## config.mk

```make
export PLATFORM = sky130hd
export DESIGN_NAME = im_loader
export DESIGN_NICKNAME = d
export VERILOG_FILES = /design/src/rtl/im_loader.sv
export SDC_FILE = /design/constraint.sdc
export NUM_CORES = 1
export LEC_CHECK = 0
export CAP_MARGIN = 10
export CORE_UTILIZATION = 51
export DETAILED_ROUTE_END_ITERATION = 7
export GPL_ROUTABILITY_DRIVEN = 0
export PLACE_DENSITY = 0.76
export SYNTH_ARGS = -nofsm -noshare
export SYNTH_HDL_FRONTEND = slang
export SYNTH_SLANG_ARGS = --single-unit
```

## constraint.sdc

```tcl
create_clock -name clk -period 2.15 [get_ports clk]
set_input_delay 0.43 -clock clk [delete_from_list [all_inputs] [get_ports clk]]
set_output_delay 0.43 -clock clk [all_outputs]
set_load 0.01 [all_outputs]
```

## src/rtl/im_loader.sv

```systemverilog
// Boot-time instruction-memory loader: receives a framed byte stream, writes
// big-endian words into instruction memory and holds the core in reset until the checksum matches.
module im_loader #(
    parameter int ADDR_W = 10
) (
    input  logic              clk,
    input  logic              rst,
    input  logic              start,
    input  logic              in_valid,
    input  logic [7:0]        in_data,
    output logic              in_ready,
    output logic              im_we,
    output logic [ADDR_W-1:0] im_addr,
    output logic [31:0]       im_wdata,
    output logic              cpu_rst,
    output logic              done,
    output logic              err
);

    localparam int DEPTH = 2 ** ADDR_W;

    typedef enum logic [2:0] {
        CNT_HI,
        CNT_LO,
        DATA,
        CHECK,
        DONE,
        ERROR
    } state_t;

    state_t            r_state;
    logic [15:0]       r_n;
    logic [ADDR_W-1:0] r_word_idx;
    logic [1:0]        r_byte_cnt;
    logic [23:0]       r_asm;
    logic [7:0]        r_sum;

    logic              w_accept;
    logic [15:0]       w_count;
    logic              w_oversize;
    logic              w_last_word;

    assign in_ready    = rst && (r_state != DONE) && (r_state != ERROR);
    assign w_accept    = in_valid && in_ready;
    assign w_count     = {r_n[15:8], in_data};
    assign w_oversize  = 32'(w_count) > 32'(DEPTH);
    // Word index is compared one-ahead so the write of word N-1 is recognised as the last one.
    assign w_last_word = (32'(r_word_idx) + 32'd1) == 32'(r_n);

    always_ff @(posedge clk) begin
        if (!rst) begin
            r_state    <= CNT_HI;
            r_n        <= '0;
            r_word_idx <= '0;
            r_byte_cnt <= '0;
            r_asm      <= '0;
            r_sum      <= '0;
            im_we      <= 1'b0;
            im_addr    <= '0;
            im_wdata   <= '0;
            cpu_rst    <= 1'b1;
            done       <= 1'b0;
            err        <= 1'b0;
        end else begin
            im_we <= 1'b0;
            case (r_state)
                CNT_HI: begin
                    if (w_accept) begin
                        r_n[15:8] <= in_data;
                        r_state   <= CNT_LO;
                    end
                end
                CNT_LO: begin
                    if (w_accept) begin
                        r_n[7:0] <= in_data;
                        if (w_oversize) begin
                            r_state <= ERROR;
                            err     <= 1'b1;
                        end else if (w_count == 16'd0) begin
                            r_state <= CHECK;
                        end else begin
                            r_state <= DATA;
                        end
                    end
                end
                DATA: begin
                    if (w_accept) begin
                        r_sum <= r_sum + in_data;
                        if (r_byte_cnt == 2'd3) begin
                            im_we      <= 1'b1;
                            im_addr    <= r_word_idx;
                            im_wdata   <= {r_asm, in_data};
                            r_word_idx <= r_word_idx + ADDR_W'(1);
                            r_byte_cnt <= 2'd0;
                            if (w_last_word) begin
                                r_state <= CHECK;
                            end
                        end else begin
                            r_asm      <= {r_asm[15:0], in_data};
                            r_byte_cnt <= r_byte_cnt + 2'd1;
                        end
                    end
                end
                CHECK: begin
                    if (w_accept) begin
                        if (in_data == r_sum) begin
                            r_state <= DONE;
                            cpu_rst <= 1'b0;
                            done    <= 1'b1;
                        end else begin
                            r_state <= ERROR;
                            err     <= 1'b1;
                        end
                    end
                end
                DONE, ERROR: begin
                    if (start) begin
                        r_state    <= CNT_HI;
                        r_n        <= '0;
                        r_word_idx <= '0;
                        r_byte_cnt <= '0;
                        r_asm      <= '0;
                        r_sum      <= '0;
                        cpu_rst    <= 1'b1;
                        done       <= 1'b0;
                        err        <= 1'b0;
                    end
                end
                default: begin
                    r_state <= CNT_HI;
                end
            endcase
        end
    end

endmodule

```

==> impl_metrics.csv <==
group,metric,value,unit
outcome,outcome,"finished, final reports clean",
synthesis,synth_nets,639,
sta,setup_viol,0,
global_route,grt_pass1_wl,20500,um
die,die_w,102,um
route,routed_via_density,5.56,
final_layout,fin_area,6250,um^2
power,p_total,0.00367,W
synthesis,syn_area,5110,um^2
placed_design,io_buffers,58,
global_route,grt_pass1_vias,4213,
synthesis,syn_inst,617,
final_layout,antennaDiodeCount,0,
sta,slew_violations,0,
power,power.leakage,2.12,nW
clocking,numCtsBuffers,9,
power,power_density,588,nW/um^2
sta,min_period,2.10,ns
job,maxCapViolations,0,
sta,fin_crit_sh,0.977,
die,die-area,10400,um^2
synthesis,yosys.area.top_type,"dfxtp_1",
synthesis,ys_types,54,
final_layout,nets,704,
route,first_pass_iters,5,
worst_setup_path,required,2.44,ns
clocking,clk_path_buf_depth,2,
route,wl_per_cell,15.2,um
sta,finClkSkew,0.0166,ns
synthesis,ys_ff_latch,109,
synthesis,async_flop_share,0,
global_route,antenna_found_initial,0,
final_layout,layout_common_cells,"137 x nand2_1, 104 x dfxtp_1, 73 x a21boi_0, 53 x clkdlybuf4s50_1, 46 x nand3_1",
synthesis,synthFlopType,"dfxtp_1",
worst_setup_path,critPathCaptureType,"flop",
worst_setup_path,worstPathArrival,2.39,ns
synthesis,synth_top_area_frac,0.427,
final_layout,area.growth.synth_to_final,22.1,%
synthesis,yosysWarnings,0,
clocking,clk_latency,0.37,ns
synthesis,synth_seq_area_share,0.427,
die,core_area,9730,um^2
synthesis,synth_enable_flop_cells,0,
die,die_h,102,um
sta,rsz0062_at_grt,"false",
route,vias,4559,
power,ir_worst_vdd,0.477,mV
die,num_rows,36,
route,routed_wl,12400,um
synthesis,synthTopCellsByArea,"dfxtp_1 43%, a21boi_0 11%, nand2_1 10%",
worst_setup_path,worstPathMaxFanout,3,
route,drtIter0Drc,255,
clocking,cts_tree,"done",
worst_setup_path,worstSetupPathType,"reg2reg",
global_route,grt.total_usage,0.250,
clocking,htreeDepth,3,
final_layout,layout_commonest_cell,"nand2_1",
sta,hold_viol,0,
min_path,hp-class,"reg2reg",
sta,tightest_slew,0.672,ns
global_route,grt_overflow,0,
die,start_util,0.526,
clocking,clock_sinks,109,
route,ant_nets,0,
clocking,cts-root-buf,"clkbuf_8",
global_route,grt_max_degree,82,
final_layout,drive_gt1_frac,0.116,
final_layout,final_util,0.642,
clocking,clk_pin_slew,0.12,ns
placed_design,place_area,5960,um^2
die,ios,59,
sta,fmax,0.476,GHz
sta,holdWs,0.465,ns
synthesis,syn_area_per_cell,8.29,um^2
route,drc_errors,0,
sta,maxSlewHeadroom,0.552,
worst_setup_path,start_kind,"flop",
placed_design,hpwl,8510,um
[cell type report]
type,count,area (um^2)
timing repair buffer,97,905
sequential,109,2190
clock inverter,6,76.3
inverter,8,30.0
fill,848,3480
clock buffer,10,128
tap,133,166
multi-input combinational,457,2750
[cell usage after synthesis, drive strengths merged, types with 11 or more instances]
library cell and count:
a21boi 82, a21oi 18, a22oi 11, buf 18, clkbuf 25, dfxtp 109
nand2 137, nand3 48, nor2 19, nor2b 27, nor3 11, o21ai 15
[metal layers]
layer | GRT usage | vias up | routed length, um
li1 | - | 2244 | -
met1 | 0.326 | 2144 | 5590
met2 | 0.415 | 146 | 5930
met3 | 0.0321 | 25 | 591
met4 | 0.109 | 0 | 309
met5 | 0 | - | 0
[power breakdown]
group	total (W)	internal [W]	switching, W
Sequential	0.00207	0.00204	0.0000277
Clock	0.00130	0.000561	0.000735
Combinational	0.000306	0.000142	0.000163
Total	0.00367	0.00275	0.000925
[what timing repair did]
action	CTS	global route
buffers inserted	1	2
hold buffers	0	0
endpoints found under the setup margin	3	4
pin swaps	7	1
resized for setup	6	12
[state kept, by name, summed over array words and instances, names as in the netlist]
signal	count
r_word_idx	10
cpu_rst	1
r_asm	24
r_n	16
im_addr	10
done	1
r_byte_cnt	2
im_we	1
err	1
r_sum	8
r_state	3
im_wdata	32
[through the flow]
step / TNS, ns / worst slack (ns) / std cells
5_1_grt: 0 / 0.00540 / 820
2_1_floorplan: 0 / 0.0972 / 617
6_report: 0 / 0.0495 / 820
3_3_place_gp: -1.90 / -0.398 / 801
4_1_cts: 0 / 0.0141 / 818
3_5_place_dp: -2.39 / -0.431 / 801
[critical path: stages (launching register included)]
cell     delay [ns]
dfxtp_2        0.36
ha_1           0.32
or4_4          0.54
or3_1          0.37
or2_1          0.25
a21o_1         0.18
[final timing paths]
path | from | endpoint | slack, ns | cells after the start
setup / recovery | r_sum[1] | cpu_rst | 0.05 | 5
hold / removal | im_addr[7] | im_addr[7] | 0.46 | 2
hold reg to reg | im_addr[7] | im_addr[7] | 0.46 | 2
setup reg to reg | r_sum[1] | cpu_rst | 0.05 | 5
[logic make-up (layout without fill, tap and decap cells)]
group           after synthesis  after routing  share of synthesized area
simple gates                284            284                      0.269
compound gates              147            147                      0.205
flops                       109            109                      0.427
buf+inv                      51            121                     0.0453
xor+xnor                     13             13                     0.0223
fa+ha+maj                    10             10                     0.0259
mux                           3              3                    0.00587
No activity file was read; power rests on OpenSTA's default activity.
